## config.mk

```make
export PLATFORM = sky130hd
export DESIGN_NAME = neuron_mac_seq
export DESIGN_NICKNAME = d
export VERILOG_FILES = /design/src/rtl/nn_pkg.sv /design/src/rtl/neuron_mac_seq.sv
export SDC_FILE = /design/constraint.sdc
export NUM_CORES = 1
export LEC_CHECK = 0
export ABC_AREA = 1
export CORE_UTILIZATION = 52
export DETAILED_ROUTE_END_ITERATION = 6
export PLACE_DENSITY = 0.9
export SYNTH_ARGS = -nofsm -noshare
export SYNTH_HDL_FRONTEND = slang
export SYNTH_SLANG_ARGS = --single-unit
```

## constraint.sdc

```tcl
create_clock -name clk -period 3.3 [get_ports clk]
set_input_delay 0.33 -clock clk [delete_from_list [all_inputs] [get_ports clk]]
set_output_delay 0.33 -clock clk [all_outputs]
set_load 0.02 [all_outputs]
```

## src/rtl/nn_pkg.sv

```systemverilog
// Shared definitions for the neuron sequencer and the ALU that sits beside it.
//   ALU_*    : opcodes driven on ALUControl
//   state_t  : sequencer FSM encoding
package nn_pkg;

   localparam logic [2:0] ALU_ADD = 3'b000;
   localparam logic [2:0] ALU_MUL = 3'b001;
   localparam logic [2:0] ALU_SLT = 3'b010;
   localparam logic [2:0] ALU_NOP = 3'b011;

   typedef enum logic [2:0] {
      S_IDLE  = 3'd0,
      S_FETCH = 3'd1,
      S_MUL   = 3'd2,
      S_ACC   = 3'd3,
      S_ACT   = 3'd4,
      S_DONE  = 3'd5
   } state_t;

endpackage

```

## src/rtl/neuron_mac_seq.sv

```systemverilog
// Single-neuron multiply-accumulate sequencer. Streams N (x, w) pairs and
// drives an external combinational ALU through multiply, accumulate and
// threshold-compare steps, then reports the sum and a fire bit.
//
// Ports
//   clk, reset_n           clock, async active-low reset
//   start                  begin evaluation (IDLE only)
//   num_inputs, threshold  latched on accepted start
//   in_valid/in_ready      pair handshake; in_x, in_w pair data
//   alu_ctrl/alu_a/alu_b   to ALU ALUControl/SrcA/SrcB
//   alu_result             from ALU ALUResult (same cycle)
//   busy, done             status; done is a one-cycle pulse
//   acc_out, fire          result, held until the next accepted start
//
// state | meaning
// ------+--------------------------------------------------
// IDLE  | waiting for start, ALU idle
// FETCH | in_ready high, waiting for a pair
// MUL   | ALU multiplies x*w, product captured
// ACC   | ALU adds product into acc, count decremented
// ACT   | ALU compares acc against threshold, results latched
// DONE  | done pulse
module neuron_mac_seq
   import nn_pkg::*;
#(
   parameter int NBITS = 32,
   parameter int CNT_W = 8
) (
   input  logic             clk,
   input  logic             reset_n,
   input  logic             start,
   input  logic [CNT_W-1:0] num_inputs,
   input  logic [NBITS-1:0] threshold,
   input  logic             in_valid,
   output logic             in_ready,
   input  logic [NBITS-1:0] in_x,
   input  logic [NBITS-1:0] in_w,
   output logic [2:0]       alu_ctrl,
   output logic [NBITS-1:0] alu_a,
   output logic [NBITS-1:0] alu_b,
   input  logic [NBITS-1:0] alu_result,
   output logic             busy,
   output logic             done,
   output logic [NBITS-1:0] acc_out,
   output logic             fire
);

   state_t           state, state_nxt;
   logic [CNT_W-1:0] cnt;
   logic [NBITS-1:0] thr, x_q, w_q, prod, acc;

   always_ff @(posedge clk or negedge reset_n) begin
      if (!reset_n) state <= S_IDLE;
      else          state <= state_nxt;
   end

   always_comb begin
      state_nxt = state;
      case (state)
         S_IDLE:  if (start) state_nxt = (num_inputs != '0) ? S_FETCH : S_ACT;
         S_FETCH: if (in_valid) state_nxt = S_MUL;
         S_MUL:   state_nxt = S_ACC;
         S_ACC:   state_nxt = (cnt == CNT_W'(1)) ? S_ACT : S_FETCH;
         S_ACT:   state_nxt = S_DONE;
         S_DONE:  state_nxt = S_IDLE;
         default: state_nxt = S_IDLE;
      endcase
   end

   always_comb begin
      alu_ctrl = ALU_NOP;
      alu_a    = '0;
      alu_b    = '0;
      case (state)
         S_MUL: begin
            alu_ctrl = ALU_MUL;
            alu_a    = x_q;
            alu_b    = w_q;
         end
         S_ACC: begin
            alu_ctrl = ALU_ADD;
            alu_a    = acc;
            alu_b    = prod;
         end
         S_ACT: begin
            alu_ctrl = ALU_SLT;
            alu_a    = acc;
            alu_b    = thr;
         end
         default: ;
      endcase
   end

   assign in_ready = (state == S_FETCH);
   assign busy     = (state != S_IDLE);
   assign done     = (state == S_DONE);

   // Datapath registers; all arithmetic except the count decrement is the ALU's.
   always_ff @(posedge clk or negedge reset_n) begin
      if (!reset_n) begin
         cnt     <= '0;
         thr     <= '0;
         x_q     <= '0;
         w_q     <= '0;
         prod    <= '0;
         acc     <= '0;
         acc_out <= '0;
         fire    <= 1'b0;
      end else begin
         case (state)
            S_IDLE: if (start) begin
               cnt <= num_inputs;
               thr <= threshold;
               acc <= '0;
            end
            S_FETCH: if (in_valid) begin
               x_q <= in_x;
               w_q <= in_w;
            end
            S_MUL: prod <= alu_result;
            S_ACC: begin
               acc <= alu_result;
               cnt <= cnt - CNT_W'(1);
            end
            S_ACT: begin
               fire    <= alu_result[0];
               acc_out <= acc;
            end
            default: ;
         endcase
      end
   end

endmodule

```

# After elaboration in Yosys (flattened, before gate mapping)
# Index checks and enable logic that the tools add are counted.
dict set report op_classes {
  reduce_logical 9
  n_addsub 1
  muxes 12
  n_eq_ne 8
}
# operator count
set ops {}
lappend ops {{32-bit case mux with 2 select lines} 2}
lappend ops {{32-bit case mux with 3 select lines} 1}
lappend ops {{32-bit two-way mux} 1}
lappend ops {{8-bit case mux with 2 select lines} 1}
lappend ops {{3-bit case mux with 5 select lines} 1}
lappend ops {{3-bit two-way mux} 4}
lappend ops {{8-bit by 1-bit == test with 1-bit output (second input constant)} 1}
lappend ops {{8-bit two-way mux} 1}
lappend ops {{2-bit AND reduction} 4}
lappend ops {{8-bit nonzero test} 1}
lappend ops {{8-bit by 1-bit subtractor with 8-bit output (second input constant)} 1}
lappend ops {{3-bit by 2-bit == test with 1-bit output (second input constant)} 2}
lappend ops {{3-bit == test (second input constant)} 2}
lappend ops {{2-bit case mux with 3 select lines} 1}
lappend ops {{2-bit != test (second input constant)} 2}
lappend ops {{3-bit by 1-bit == test with 1-bit output (second input constant)} 1}
lappend ops {{3-bit logical NOT} 1}
lappend ops {{3-bit nonzero test} 1}
lappend ops {{2-bit nonzero test} 1}
lappend ops {{2-bit OR reduction} 1}
dict set report word_totals {
  out_inout_bits 103
  input_bits 140
  wordCells 39
  register_bits 204
}

# Longest topological paths before layout
dict set report logic_depth {
  ltp_word 4
  depth_mapped 9
  ltp_nobuf 9
}

# Least setup slack after synthesis
# No wires, ideal clock.
dict set report synth_path {
  path_type {reg2out}
  start {reg state[1]}
  end {out alu_a[11]}
  arrival_time_ns 1.524
  slack_ns 1.446
  n_path_buf 1
  stages_incl_launch_ff 7
  cell_sequence {dfrtp_1 -> nor2_2 -> nand2_2 -> inv_2 -> nor2_4 -> buf_6 -> o21ai_0}
}
dict set report synth_between {
  elab_chain_len 3
  word_cells_on_any_way 5
}
# item line_no
set synth_lines {}
lappend synth_lines {{start, declared} neuron_mac_seq.sv:48} ;# state_t state, state_nxt;
lappend synth_lines {{start signal, assigned} neuron_mac_seq.sv:54} ;# else state <= state_nxt;
lappend synth_lines {{3-bit == test / 3-bit by 2-bit == test with 1-bit output (equally long branches)} neuron_mac_seq.sv:74} ;# case (state)
lappend synth_lines {{2-bit OR reduction (no source line)} -}
lappend synth_lines {{32-bit case mux with 2 select lines *} neuron_mac_seq.sv:74}
lappend synth_lines {{end, declared} neuron_mac_seq.sv:39} ;# output logic [NBITS-1:0] alu_a,
# Every way passes the cells marked *; elsewhere a longest branch is shown, timed or not.

# Final worst setup path
dict set report layout_path {
  start {reg state[1]}
  end {out alu_a[22]}
}
# The elaborated chain is that of the path after synthesis.

==> impl.org <==
** Status
- The run finished with clean final reports.

** GRT
- Via count of the first global-routing pass :: 8311
- The initial antenna violation count is 1.
- Wire length of the first global-routing pass :: 42.4 mm
- For this run the aggregate overflow at the end of global routing stands at 0.
- Across every metal layer, demand over resource in global routing totals 30.2%.
- Pin count of the biggest net entering global routing :: 84

** Floorplanning
- The die covers 0.0179 sq mm.
- In this run the horizontal extent of the chip is 134 microns.
- Number of top-level pins :: 243
- Core area :: 0.0168 sq mm
- Vert. Die Dim :: 134 microns
- The floorplan has 47 rows.
- Starting utilization of the core area :: 54.0%

** Power
- Reported leakage power :: 0.00594 uW
- Sequential cells burn 37.9% of the power.
- Net switching power of the design :: 4050 uW
- The clock network accounts for 24.7% of the total power.
- Worst ir drop on vdd :: 783 uV
- Net Sw Frac :: 37.9%
- Power spread over the standard cell area amounts to 871 mW/mm^2.
- Int Power :: 6620 uW
- Combinational logic is responsible for 37.4% of the overall power.

** Yosys
- Area share of the leading cell type in the synthesized netlist :: 56.4%
- Yosys instantiated no cell more often than nand2_1.
- Total standard cell area after synthesis :: 0.00904 sq mm
- Synth area leader :: dfrtp_1
- For this run, the leading register cell type out of synthesis is dfrtp_1.
- Summing the areas of all xor and xnor instances in the mapped netlist gives 0.0968% of the synthesized area.
- Syn_nets :: 1236
- Summing the areas of all compound-gate instances in the mapped netlist gives 8.27% of the synthesized area.
- Yosys reg bits :: 204
- Averaged over all synthesized cells, the footprint is 8.27 sq um.
- Of the total synthesized cell area, the portion taken by AND, OR, NAND and NOR gates is 26.7%.
- Commonest cells in the synthesized netlist :: nand2_1 (463), dfrtp_1 (204), nand3_1 (108)
- The number of different library cells used by synthesis comes to 26.
- The synthesized netlist devotes 0.277% of its cell area to adder and majority cells.
- Async set-or-reset flop fraction in the synthesized netlist :: 100%
- The synthesized design contains 0 enable-type register cells.
- By area the synthesized netlist is led by dfrtp_1 (56%), nand2_1 (19%), nand3_1 (6.0%).
- Yosys Warn Count :: 0
- Dominant combinational cell family by area after synthesis :: simple AND/OR/NAND/NOR gates
- Sequential elements use 56.4% of the synthesized area.
- Multiplexer area fraction after synthesis :: 0%
- Counting every instance in the synthesized netlist gives 1094.

** Timing
- Max-slew violation total from the final report :: 0
- The clock period could shrink to 3010 ps.
- The worst pin sits at a relative slew slack of 49.0%.
- Setup repair after global routing left no endpoint under its margin.
- Fin. Hold Viols :: 0
- Clock skew :: 20.8 ps
- Final number of setup-violating endpoints :: 0
- Timing would allow up to 332 MHz.
- Final total negative setup slack :: 0 ps
- Transition time at the pin with the least slew margin :: 765 ps
- Share of the clock period used by the worst path after layout :: 91.2%

** Route
- Dividing the detail-routed wire length by the instance count gives 17.6 microns.
- The first detailed-routing pass ran for 7 iterations.
- The routed layout has 8378 vias.
- Summed over all layers, the routed wires come to 27.1 mm.
- Dividing the detail-routed via count by the number of cells gives 5.43.
- The count of nets left with antenna violations once routing finished came out at 0.
- In the routed design, unresolved DRC markers number 0.
- Initial drt markers :: 709

** Critical path
- Path type of the worst setup path :: reg -> out
- Of all nets on the critical path, the largest fanout is 33.
- Crit path required time :: 2970 ps
- Crit. End Element :: output port
- Data arrival at the endpoint of the critical path :: 2680 ps
- The worst register-to-register path has a depth of 9.
- Type of element launching the critical path :: register

** Worst hold path
- Depth of the worst hold-timing path :: 3
- The min-delay analysis places its worst path in the category in -> reg.

** Layout
- Layout cell share with drive strength beyond 1 :: 4.99%
- Cell area after layout :: 0.0123 sq mm
- Share of the core filled with cells :: 73.1%
- The number of antenna diodes in the final layout is 0.
- The net count of the finished layout is 1450.
- The area growth from synthesis to layout is 35.5%.
- Count of filler cells inserted in the layout :: 1217

** Job
- Across the run, the number of max-cap violations was 0.

** Clock tree
- Post-cts hold buffer count :: 1
- Clk root buf :: clkbuf_16
- Clock-pin slew of the registers on the worst-case setup and hold paths :: 60 ps
- Clock latency at the later pin of the worst-skew pair :: 500 ps
- Number of buffers inserted during clock tree synthesis :: 22
- Post-CTS Setup Bufs :: 0
- # H-tree levels :: 1
- # clock sinks :: 204
- Gates resized during post-CTS repair numbered 0.
- CTS tree :: built
- No sink is reached through more buffers than the 3 on the longest clock path.

** Placed design
- Half-perimeter wire length of the detailed placement result :: 17.9 mm
- At the end of routability-driven placement, the weighted congestion stood at 0.839.
- After detailed placement, the total cell area comes to 0.0115 sq mm.
- Input and output buffers added on the ports amount to 241.
kinds of logic after synthesis:
group                    after synthesis
adder cells (fa/ha/maj)                2
AND/OR/NAND/NOR                      592
XOR/XNOR                               1
flip-flops                           204
AO/OA/AOI/OAI                        140
other                                  1
buffers and inverters                154
flip-flops by register name, indices dropped and copies added (netlist names):
signal   flops
acc         32
acc_out     32
cnt          8
fire         1
prod        32
state        3
thr         32
w_q         32
x_q         32
final timing paths:
check,startpoint,slack [ps],endpoint
setup / recovery,state[1],290,alu_a[22]
hold / removal,in_valid,260,x_q[29]
setup reg to reg,state[2],1190,state[0]
hold reg to reg,x_q[15],470,x_q[15]
max in group asynchronous,reset_n,1970,state[0]
min in group asynchronous,reset_n,430,acc[18]
power groups by stage:
stage / clock [uW] / combinational, uW / sequential, uW
2_1_floorplan: 0 / 2520 / 3930
3_3_place_gp: 0 / 3810 / 4000
3_5_place_dp: 0 / 3960 / 4050
4_1_cts: 2670 / 3990 / 4020
5_1_grt: 2770 / 4380 / 4130
6_report: 2630 / 3990 / 4050
layout by cell type (no fill, tap or decap), drive strengths merged:
master / synthesis / final
nand3: 109 / 109
nor3: 3 / 3
o22ai: 32 / 32
nand2: 467 / 467
o21ai: 105 / 105
o211ai: 3 / 3
conb: 1 / 1
clkbuf: 15 / 32
nor2: 12 / 12
buf: 51 / 15
inv: 88 / 89
dfrtp: 204 / 204
or2: 1 / 1
ha: 2 / 2
dlygate4sd3: 0 / 1
clkdlybuf4s50: 0 / 239
bufinv: 0 / 4
clkinv: 0 / 2
xor2: 1 / 1
metal layers:
metal	part of all wire [%]	track usage, %	vias to the layer above	routed length (microns)
met3	9.8	6.20	81	2660
met4	3.9	13.3	0	1070
met5	0	0	-	0
met2	47	49.4	466	12800
met1	39	39.1	3942	10500
li1	-	-	3889	-
cell type report:
| class | instances | area [sq um] | area share, % |
|---|---|---|---|
| clock inverter | 7 | 141 | 1.15 |
| inverter | 88 | 330 | 2.70 |
| sequential | 204 | 5100 | 41.7 |
| multi-input combinational | 736 | 3210 | 26.2 |
| tap | 220 | 275 | 2.25 |
| clock buffer | 31 | 636 | 5.19 |
| timing repair buffer | 256 | 2550 | 20.8 |
stage by stage:
step           worst slack (ps)  hold WS, ps  power, uW  cells
2_1_floorplan              1450         34.4       6450   1094
3_3_place_gp                877          406       7810   1503
3_5_place_dp                861          410       8000   1503
4_1_cts                     333          240      10700   1542
5_1_grt                     216          282      11300   1542
6_report                    290          262      10700   1542
worst max-delay path, stage by stage, from the launching register on:
cell	delay, ps
dfrtp_1	490
nor2_2	110
nand2_2	90
inv_2	50
nor2_4	580
o21ai_0	280
clkdlybuf4s50_1	600
No activity file was read; power rests on OpenSTA's default activity.
==> RTL edit: new RTL, config.mk and constraints unchanged <==
Set the parameter `NBITS` to 48 (it was 32).
--- a/src/rtl/neuron_mac_seq.sv
+++ b/src/rtl/neuron_mac_seq.sv
@@ -24,5 +24,5 @@
    import nn_pkg::*;
 #(
-   parameter int NBITS = 32,
+   parameter int NBITS = 48,
    parameter int CNT_W = 8
 ) (
Interface: changed (7 resized); port bits go from 243 to 355. The function was not compared with the original's and may differ.
==> RTL edit against the original RTL <==
Power grew 43%. First-iteration DRC count grew 88%. Sequential share of layout area grew 0.73 points. Cell count grew 45%. Routed wire length grew 57%. Worst setup slack lost 0.20 ns. Sequential cell count grew 96. Design area grew 45%. Clock power grew 23%. Synthesized area grew 44%. Critical path type unchanged.
==> RTL edit: results <==
export IMPL_rr_worst_depth=6
export IMPL_numPortBuffers=353
export IMPL_met1_length_um=15200
export IMPL_cts_buffers=30
export IMPL_placed_area_sq_mm=0.0168
export IMPL_grt_max_degree=101
export IMPL_yosysSeqAreaShare=0.578
export IMPL_clk_share=0.0512
export IMPL_power_clock_uw=3240
export IMPL_fillers=1763
export IMPL_path_delay_family="buffers and inverters"
export IMPL_highest_layer="met5"
export IMPL_dp_slack_ns=0.576
export IMPL_cts_resized=1
export IMPL_grt_pass1_wl_um=67500
export IMPL_n_all_buffers=381
export IMPL_drt_pass1_iterations=6
export IMPL_synth_nets=1778
export IMPL_met3_usage=0.0761
export IMPL_ys_ff_latch=300
export IMPL_hp_start="threshold[37]"
export IMPL_whs_ns=0.316
export IMPL_r2r_slack_ns=0.94
export IMPL_tap_cells=324
export IMPL_seq_area_sq_mm=0.00751
export IMPL_switching_share=0.396
export IMPL_n_clock_buffer=46
export IMPL_diodes=2
export IMPL_antenna_found_initial=3
export IMPL_worstHoldEndpoint="thr[37]$_DFFE_PN0P_"
export IMPL_clkLatencyLatePin_ns=0.55
export IMPL_crit_path_end="alu_a[20]"
export IMPL_relSlewSlack=0.300
export IMPL_p_leak_uw=0.00855
export IMPL_synthTopCellsByCount="nand2_1, dfrtp_1, nand3_1"
export IMPL_place_detailed_hpwl_um=28400
export IMPL_met2_usage=0.557
export IMPL_wl_met2_um=20700
export IMPL_fin_area_sq_mm=0.0177
export IMPL_yosys_top_cells_area="dfrtp_1, nand2_1, nand3_1"
export IMPL_grt_use_total=0.335
export IMPL_finalWirelength_um=42600
export IMPL_multiInputGateArea_sq_mm=0.00460
export IMPL_fin_skew_ns=0.0137
export IMPL_timing_rr_end="acc[3]$_DFFE_PN0P_"
export IMPL_finalWorstSetupSlack_ns=0.0926
export IMPL_clkPwrFrac=0.212
export IMPL_final_nets=2092
export IMPL_grt_pass1_vias=12800
export IMPL_comb_cell_power_uw=6050
export IMPL_outcome="complete, no violations"
export IMPL_layout_drive_gt1_share=0.0472
export IMPL_buf_share=0.217
export IMPL_path_max_fanout=23
==> RTL edit: cell count changes in the layout (fill, tap and decap cells not counted), sizes merged, moves of 2 or more <==
| cell | before | now |
|---|---|---|
| inv | 89 | 116 |
| dfrtp | 204 | 300 |
| diode | 0 | 2 |
| clkinv | 2 | 5 |
| o21ai | 105 | 153 |
| nor2 | 12 | 17 |
| clkdlybuf4s50 | 239 | 351 |
| bufinv | 4 | 1 |
| clkbuf | 32 | 46 |
| nand3 | 109 | 153 |
| o22ai | 32 | 49 |
| nand2 | 467 | 672 |
| buf | 15 | 29 |
==> RTL edit: kinds of logic (layout without fill, tap and decap cells) <==
group,Yosys count,count (layout),synth area share
and+or+nand+nor,846,846,0.261
DFF,300,300,0.578
buffers and inverters,216,549,0.0706
AOI/OAI and AO/OA,206,206,0.0873
adders and majority gates,2,2,0.00193
other,1,3,0.000289
xor gates and xnor gates,1,1,0.000674
